### src/rtl/video_timing_gen_if.sv
// Pixel read channel between the timing generator (master) and the upstream
// frame/pattern source (slave). The slave must return i_data one cycle after rd_req.
interface video_timing_gen_if;
    logic        rd_req;
    logic [11:0] rd_x;
    logic [11:0] rd_y;
    logic [23:0] i_data;

    modport master (output rd_req, output rd_x, output rd_y, input i_data);
    modport slave  (input rd_req, input rd_x, input rd_y, output i_data);
endinterface

### src/rtl/video_timing_gen.sv
// Raster timing generator with per-pixel upstream read and 2-stage re-alignment.
// Define VIDEO_TIMING_GEN_PATTERN_EN to replace i_data with an internal 8-bar colour pattern.
module video_timing_gen #(
    parameter int   H_ACTIVE = 1280,
    parameter int   H_FP     = 110,
    parameter int   H_SYNC   = 40,
    parameter int   H_BP     = 220,
    parameter int   V_ACTIVE = 720,
    parameter int   V_FP     = 5,
    parameter int   V_SYNC   = 5,
    parameter int   V_BP     = 20,
    parameter logic HS_POL   = 1'b1,
    parameter logic VS_POL   = 1'b1
) (
    input  logic                      clk,
    input  logic                      rst,
    input  logic                      i_en,
    video_timing_gen_if.master        rd_bus,
    output logic                      o_hs,
    output logic                      o_vs,
    output logic                      o_de,
    output logic [23:0]               o_data,
    output logic [11:0]               x,
    output logic [11:0]               y,
    output logic                      o_sof
);

    localparam int H_TOTAL    = H_ACTIVE + H_FP + H_SYNC + H_BP;
    localparam int V_TOTAL    = V_ACTIVE + V_FP + V_SYNC + V_BP;
    localparam int PIPE_DEPTH = 2;

    // 13-bit constants so a 4096-wide total still compares correctly against 12-bit counters.
    localparam logic [12:0] H_ACT_C   = 13'(H_ACTIVE);
    localparam logic [12:0] H_SYNC_S  = 13'(H_ACTIVE + H_FP);
    localparam logic [12:0] H_SYNC_E  = 13'(H_ACTIVE + H_FP + H_SYNC);
    localparam logic [12:0] H_LAST_C  = 13'(H_TOTAL - 1);
    localparam logic [12:0] V_ACT_C   = 13'(V_ACTIVE);
    localparam logic [12:0] V_SYNC_S  = 13'(V_ACTIVE + V_FP);
    localparam logic [12:0] V_SYNC_E  = 13'(V_ACTIVE + V_FP + V_SYNC);
    localparam logic [12:0] V_LAST_C  = 13'(V_TOTAL - 1);

    typedef enum logic [1:0] {
        IDLE     = 2'd0,
        RUN      = 2'd1,
        STOPPING = 2'd2
    } state_t;

    typedef struct packed {
        logic        hs;
        logic        vs;
        logic        de;
        logic        sof;
        logic [11:0] x;
        logic [11:0] y;
    } tap_t;

    state_t      state_q, state_d;
    logic [11:0] h_cnt_q, h_cnt_d;
    logic [11:0] v_cnt_q, v_cnt_d;
    logic        counting;
    logic        h_last, v_last, frame_end;
    logic        active_st;
    logic        raw_de, raw_hs, raw_vs, raw_sof;
    tap_t        tap_s0;
    tap_t        tap_q [PIPE_DEPTH];
    logic [23:0] data_q, data_d;

    assign h_last    = ({1'b0, h_cnt_q} == H_LAST_C);
    assign v_last    = ({1'b0, v_cnt_q} == V_LAST_C);
    assign frame_end = h_last && v_last;

    always_ff @(posedge clk or posedge rst) begin
        if (rst) begin
            state_q <= IDLE;
            h_cnt_q <= '0;
            v_cnt_q <= '0;
        end else begin
            state_q <= state_d;
            h_cnt_q <= h_cnt_d;
            v_cnt_q <= v_cnt_d;
        end
    end

    // Dropping i_en only ever finishes the frame in flight; IDLE is entered at the frame wrap.
    always_comb begin
        state_d  = state_q;
        h_cnt_d  = h_cnt_q;
        v_cnt_d  = v_cnt_q;
        counting = 1'b0;
        case (state_q)
            IDLE: begin
                h_cnt_d = '0;
                v_cnt_d = '0;
                if (i_en) begin
                    state_d = RUN;
                end
            end
            RUN: begin
                counting = 1'b1;
                if (!i_en) begin
                    state_d = frame_end ? IDLE : STOPPING;
                end
            end
            STOPPING: begin
                counting = 1'b1;
                if (i_en) begin
                    state_d = RUN;
                end else if (frame_end) begin
                    state_d = IDLE;
                end
            end
            default: begin
                state_d = IDLE;
                h_cnt_d = '0;
                v_cnt_d = '0;
            end
        endcase
        if (counting) begin
            if (h_last) begin
                h_cnt_d = '0;
                v_cnt_d = v_last ? 12'd0 : v_cnt_q + 12'd1;
            end else begin
                h_cnt_d = h_cnt_q + 12'd1;
            end
        end
    end

    assign active_st = (state_q != IDLE);
    assign raw_de    = active_st && ({1'b0, h_cnt_q} < H_ACT_C) && ({1'b0, v_cnt_q} < V_ACT_C);
    assign raw_hs    = active_st && ({1'b0, h_cnt_q} >= H_SYNC_S) && ({1'b0, h_cnt_q} < H_SYNC_E);
    assign raw_vs    = active_st && ({1'b0, v_cnt_q} >= V_SYNC_S) && ({1'b0, v_cnt_q} < V_SYNC_E);
    assign raw_sof   = active_st && (h_cnt_q == 12'd0) && (v_cnt_q == 12'd0);

    assign rd_bus.rd_req = raw_de;
    assign rd_bus.rd_x   = raw_de ? h_cnt_q : 12'd0;
    assign rd_bus.rd_y   = raw_de ? v_cnt_q : 12'd0;

    always_comb begin
        tap_s0     = '0;
        tap_s0.hs  = raw_hs;
        tap_s0.vs  = raw_vs;
        tap_s0.de  = raw_de;
        tap_s0.sof = raw_sof;
        tap_s0.x   = rd_bus.rd_x;
        tap_s0.y   = rd_bus.rd_y;
    end

    genvar gi;
    generate
        for (gi = 0; gi < PIPE_DEPTH; gi++) begin : g_pipe
            tap_t tap_in;
            if (gi == 0) begin : g_head
                assign tap_in = tap_s0;
            end else begin : g_tail
                assign tap_in = tap_q[gi-1];
            end
            always_ff @(posedge clk or posedge rst) begin
                if (rst) begin
                    tap_q[gi] <= '0;
                end else begin
                    tap_q[gi] <= tap_in;
                end
            end
        end
    endgenerate

`ifdef VIDEO_TIMING_GEN_PATTERN_EN
    logic [31:0] bar_idx;
    logic        unused_i_data;

    // Colour is picked from the stage-1 column so it lands beside the same x at the output.
    assign bar_idx       = {17'd0, tap_q[0].x, 3'b000} / 32'(H_ACTIVE);
    assign unused_i_data = ^rd_bus.i_data;

    always_comb begin
        data_d = 24'h000000;
        case (bar_idx)
            32'd0:   data_d = 24'hFFFFFF;
            32'd1:   data_d = 24'hFFFF00;
            32'd2:   data_d = 24'h00FFFF;
            32'd3:   data_d = 24'h00FF00;
            32'd4:   data_d = 24'hFF00FF;
            32'd5:   data_d = 24'hFF0000;
            32'd6:   data_d = 24'h0000FF;
            default: data_d = 24'h000000;
        endcase
    end
`else
    assign data_d = rd_bus.i_data;
`endif

    always_ff @(posedge clk or posedge rst) begin
        if (rst) begin
            data_q <= '0;
        end else begin
            data_q <= data_d;
        end
    end

    assign o_hs   = tap_q[PIPE_DEPTH-1].hs ? HS_POL : ~HS_POL;
    assign o_vs   = tap_q[PIPE_DEPTH-1].vs ? VS_POL : ~VS_POL;
    assign o_de   = tap_q[PIPE_DEPTH-1].de;
    assign o_sof  = tap_q[PIPE_DEPTH-1].sof;
    assign x      = tap_q[PIPE_DEPTH-1].x;
    assign y      = tap_q[PIPE_DEPTH-1].y;
    assign o_data = o_de ? data_q : 24'd0;

endmodule
### src/flat_wrapper.sv
// flat-port wrapper written by rule: the top's interface ports become plain ports
module video_timing_gen_flat 
#(
    parameter int   H_ACTIVE = 1280,
    parameter int   H_FP     = 110,
    parameter int   H_SYNC   = 40,
    parameter int   H_BP     = 220,
    parameter int   V_ACTIVE = 720,
    parameter int   V_FP     = 5,
    parameter int   V_SYNC   = 5,
    parameter int   V_BP     = 20,
    parameter logic HS_POL   = 1'b1,
    parameter logic VS_POL   = 1'b1
)
  (clk, rst, i_en, o_hs, o_vs, o_de, o_data, x, y, o_sof, rd_bus_rd_req, rd_bus_rd_x, rd_bus_rd_y, rd_bus_i_data);
  video_timing_gen_if rd_bus_i ();
  input  logic clk;
  input  logic rst;
  input  logic i_en;
  output logic o_hs;
  output logic o_vs;
  output logic o_de;
  output logic [23:0] o_data;
  output logic [11:0] x;
  output logic [11:0] y;
  output logic o_sof;
  output wire logic [$bits(rd_bus_i.rd_req)-1:0] rd_bus_rd_req;
  output wire logic [$bits(rd_bus_i.rd_x)-1:0] rd_bus_rd_x;
  output wire logic [$bits(rd_bus_i.rd_y)-1:0] rd_bus_rd_y;
  input wire logic [$bits(rd_bus_i.i_data)-1:0] rd_bus_i_data;
  assign rd_bus_rd_req = rd_bus_i.rd_req;
  assign rd_bus_rd_x = rd_bus_i.rd_x;
  assign rd_bus_rd_y = rd_bus_i.rd_y;
  assign rd_bus_i.i_data = rd_bus_i_data;
  video_timing_gen #(.H_ACTIVE(H_ACTIVE), .H_FP(H_FP), .H_SYNC(H_SYNC), .H_BP(H_BP), .V_ACTIVE(V_ACTIVE), .V_FP(V_FP), .V_SYNC(V_SYNC), .V_BP(V_BP), .HS_POL(HS_POL), .VS_POL(VS_POL)) u_core (.clk(clk), .rst(rst), .i_en(i_en), .rd_bus(rd_bus_i), .o_hs(o_hs), .o_vs(o_vs), .o_de(o_de), .o_data(o_data), .x(x), .y(y), .o_sof(o_sof));
endmodule
### config.mk
export PLATFORM = sky130hd
export DESIGN_NAME = video_timing_gen_flat
export DESIGN_NICKNAME = d
export VERILOG_FILES = /design/src/rtl/video_timing_gen_if.sv /design/src/rtl/video_timing_gen.sv /design/src/flat_wrapper.sv
export SDC_FILE = /design/constraint.sdc
export NUM_CORES = 1
export LEC_CHECK = 0
export CAP_MARGIN = 25
export CORE_ASPECT_RATIO = 1.4
export CORE_UTILIZATION = 52
export DETAILED_ROUTE_END_ITERATION = 6
export PLACE_DENSITY_LB_ADDON = 0.3
export SYNTH_ARGS = -nofsm -noshare
export SYNTH_HDL_FRONTEND = slang
export SYNTH_SLANG_ARGS = --single-unit
### constraint.sdc
create_clock -name clk -period 5.72 [get_ports clk]
set_clock_uncertainty 0.15 [all_clocks]
set_input_delay 0.572 -clock clk [delete_from_list [all_inputs] [get_ports clk]]
set_output_delay 0.572 -clock clk [all_outputs]
set_load 0.01 [all_outputs]
==> impl_results.md <==
* Final worst path period share at between 60 and 70%
* Global-route congestion overflow total at 0
* Max VDD drop at between 0.0002 and 0.00025 V
* Clock root buffer: clkbuf_8
* Starting Density at 54.59%
* Synth Area in XOR/XNOR at 2.353%
* Largest net degree at the start of global routing at about 70
* Cell depth of the worst hold path at 0
* Category of the worst setup path capture point: primary output
* Classification of the worst setup path: reg2out
* Antenna cell count at 0
* Static leakage at 2.307 nW
* Height of the die at 107.0 um
* Dpl cells at 510
* Design area at 0.005266 mm2
* Compound-cell area share of the yosys netlist at 5.043%
* Combined global-route utilization of all metal layers at around a fifth
* Setup violators final at 0
* Share of synthesized flip-flops with an asynchronous set or reset at between 90% and 100%
* Num CTS Buffers at 9
* Synth Area in Simple Gates at 18.83%
* Hold buffers post-CTS at 0
* Count of filler cells inserted in the layout at roughly 550
* Kind of cell adding the most delay to the critical path: compound AO/OA/AOI/OAI gates
* Min cycle time layout at ~3.8 ns
* Worst rel slew slack at 46.01%
* Crit path buf inv count at 2
* Wire length per cell at about 15 um
* Number of core rows at 37
* Cell accounting for the most synthesized area: dfrtp_1
* DR vias at 2,759
* Standard cell with the maximum stage delay on the critical path: o2111a_1
* Global-route wire length before repair at about 12 mm
* Growth of design area from synthesis to finish at 28.64%
* Clock H-tree levels at 3
* Levels on crit path at 6
* Synthesized area at 0.004094 mm2
* Clock buffer depth at 2
* Overall routed net length at slightly below 8 mm
* Synth unique cells at 44
* Crit-path max cell delay at between 0.6 and 0.7 ns
* Avg Synthesized Cell Area at 12.44 um2
* Actual slew at the worst max-slew pin at 0.8099 ns
* Top Ports at 104
* Number of global-route vias before repair at 2,455
* Remaining antenna violation count after routing at 0
* Final-stage net count at 462
* Ranking of synthesized cells by area: dfrtp_1 65%, and2_1 6.9%, ha_1 3.4%, a21oi_1 1.6%, nor2_1 1.6%
* Clock Sinks at 106
* Register cell area after layout at 0.002653 mm2
* Number of antenna violations at the first check in global routing at 0
* Total DRC errors in the routed layout at 0
* Clock tree from TritonCTS: built
* Internal portion of total power at 1.208 mW
* Number of storage elements in the synthesis netlist at ~110
* FF-to-FF path depth at 4
* Mux cell area share after synthesis at 0.2751%
* CP Cell Sequence: inv_1 > ha_1 > nor4_1 > o2111a_1 > and2_1 > clkdlybuf4s50_1
* Final cell count without fillers at 526
* Detailed-placement wirelength estimate at 5.551 mm
* TNS Setup at 0 ns
* Nature of the critical path startpoint: flop
* Share of final-layout standard cells stronger than drive strength 1 at 5.128%
* Source-to-sink clock delay at the later pin of the worst-skew pair at 0.36 ns
* Final core utilization at a little over two thirds
* Vias per cell at between 5 and 6
* Psw at 0.4853 mW
* Starting DRT DRC Count at around 110
* Combinational Power Share at about a quarter
* Yosys warning count at 0
* Setup repair after global routing missed its margin: no
* Post-synth EDFFs at 0
* Clock input transition at the sequential cells of the worst setup and hold paths at 0.10 ns
* Dominant synthesized flop cell: dfrtp_1
* Run status: complete, no violations
* Switching part of the total at 28.67%
* Leading cell type by number of instances after synthesis: dfrtp_1
* Total die area at 0.008237 mm2
* Fraction of post-synthesis cell area in the top cell type by area at around two thirds
* Adder-cell share of the synthesized area at 3.362%
* Number of instances in the synthesized netlist at 329
* IO Port Bufs at 100
* Hold Vio Cnt, Final at 0
* Buffer count from post-CTS setup fixing at 0
* Combinational family with the most area after synthesis: simple AND/OR/NAND/NOR gates
* Drt first pass iters at 5
* Fin Hold WS at 0.2028 ns
* Total placed instance area at around 0.0051 mm2
* Clock share of power at a little over a quarter
* Horizontal extent of the die at 76.99 um
* Crit Path Max Fanout at 23
* Area taken by multi-input logic gates at around 0.0012 mm2
* Sequential Power Share at 49.4%
* Register area share after synthesis at 64.79%
* Upper clock frequency limit at 264.4 MHz
* Class of the tightest hold or removal check: reg2reg
* Final Slew Violations at 0
* Core region area at 0.007500 mm2
* Routability-driven placement congestion ratio at 0.9238
* Post-CTS resize count at 0
* WP data required at 5.00 ns
* Synth cell count leaders: 106 x dfrtp_1, 45 x and2_1, 17 x nor2_1, 15 x nand2_1, 13 x a21oi_1
* Max-Cap Viols at 0
* PD cells at 321.5 mW/mm2
* Critical Path AT at around 3.1 ns
[metal layers]
metal,wire length (um),share of wire (%),up-vias,track usage [%]
li1,-,-,1290,-
met1,3236,42,1341,24.07
met2,4017,52,122,33.10
met3,446,5.7,6,5.447
met4,57,0.73,0,7.143
met5,0,0,-,0
[cell usage in the layout (no fill, tap or decap), drive strengths merged, types with 6 or more instances in the layout]
cell and count:
nand3 8, nand2 15, o31ai 8, xnor2 6, conb 6, or4 7
and2 46, clkdlybuf4s50 100, nor2 17, o21ai 6, nor4 7, a21oi 13
inv 11, nand4 7, ha 11, dfrtp 106, clkbuf 11
[final timing paths]
kind	from	to	slack [ns]
max	u_core.state_q[0]	rd_bus_rd_y[9]	1.94
min	u_core.g_pipe[1].tap_in[23]	u_core.x[11]	0.20
max reg2reg	u_core.h_cnt_q[7]	u_core.v_cnt_q[11]	2.96
min reg2reg	u_core.g_pipe[1].tap_in[23]	u_core.x[11]	0.20
max in group asynchronous	rst	u_core.x[5]	3.83
min in group asynchronous	rst	u_core.g_pipe[1].tap_in[23]	0.42
[logic make-up (layout without fill, tap and decap cells)]
kind of cell / after synthesis / in the layout
AO/OA/AOI/OAI: 33 / 33
XOR/XNOR: 11 / 11
adder cells (fa/ha/maj): 11 / 11
buffers and inverters: 33 / 128
flip-flops: 106 / 106
multiplexers: 1 / 1
other: 1 / 6
AND/OR/NAND/NOR: 133 / 133
[power groups by stage]
| stage | logic, mW | clock network, mW | registers, mW |
|---|---|---|---|
| floorplan | 0.225 | 0 | 0.838 |
| global placement | 0.399 | 0 | 0.850 |
| detailed placement | 0.408 | 0 | 0.853 |
| CTS | 0.410 | 0.463 | 0.838 |
| global route | 0.441 | 0.492 | 0.847 |
| finish | 0.405 | 0.451 | 0.837 |
[worst register-to-register path, stage by stage (launching register included)]
cell and delay [ns]:
dfrtp_1 0.49, or3_4 0.43, or4_1 0.85, or4_1 0.63, a21oi_1 0.15
[sequential cells by signal (all words and copies together), names as in the netlist]
register and cells:
u_core.state_q 2, u_core.o_de 1, u_core.y 12, u_core.v_cnt_q 12, u_core.g_pipe.tap_in 28, u_core.h_cnt_q 12
u_core.x 12, u_core.tap_q 2, u_core.data_q 24, u_core.o_sof 1
[stage by stage]
stage	setup slack (ns)	total power, mW
floorplan	2.209	1.063
global placement	2.445	1.249
detailed placement	2.323	1.262
CTS	1.887	1.711
global route	1.679	1.780
finish	1.938	1.693
[area by class of cell]
| class | count | area share (%) |
|---|---|---|
| Tap cell | 97 | 2.305 |
| Timing Repair Buffer | 101 | 19.15 |
| Clock inverter | 5 | 1.022 |
| Sequential cell | 106 | 50.37 |
| Multi-Input combinational cell | 195 | 23.64 |
| Clock buffer | 11 | 2.685 |
| Inverter | 11 | 0.8316 |
Power figures use the tool's default switching activity.
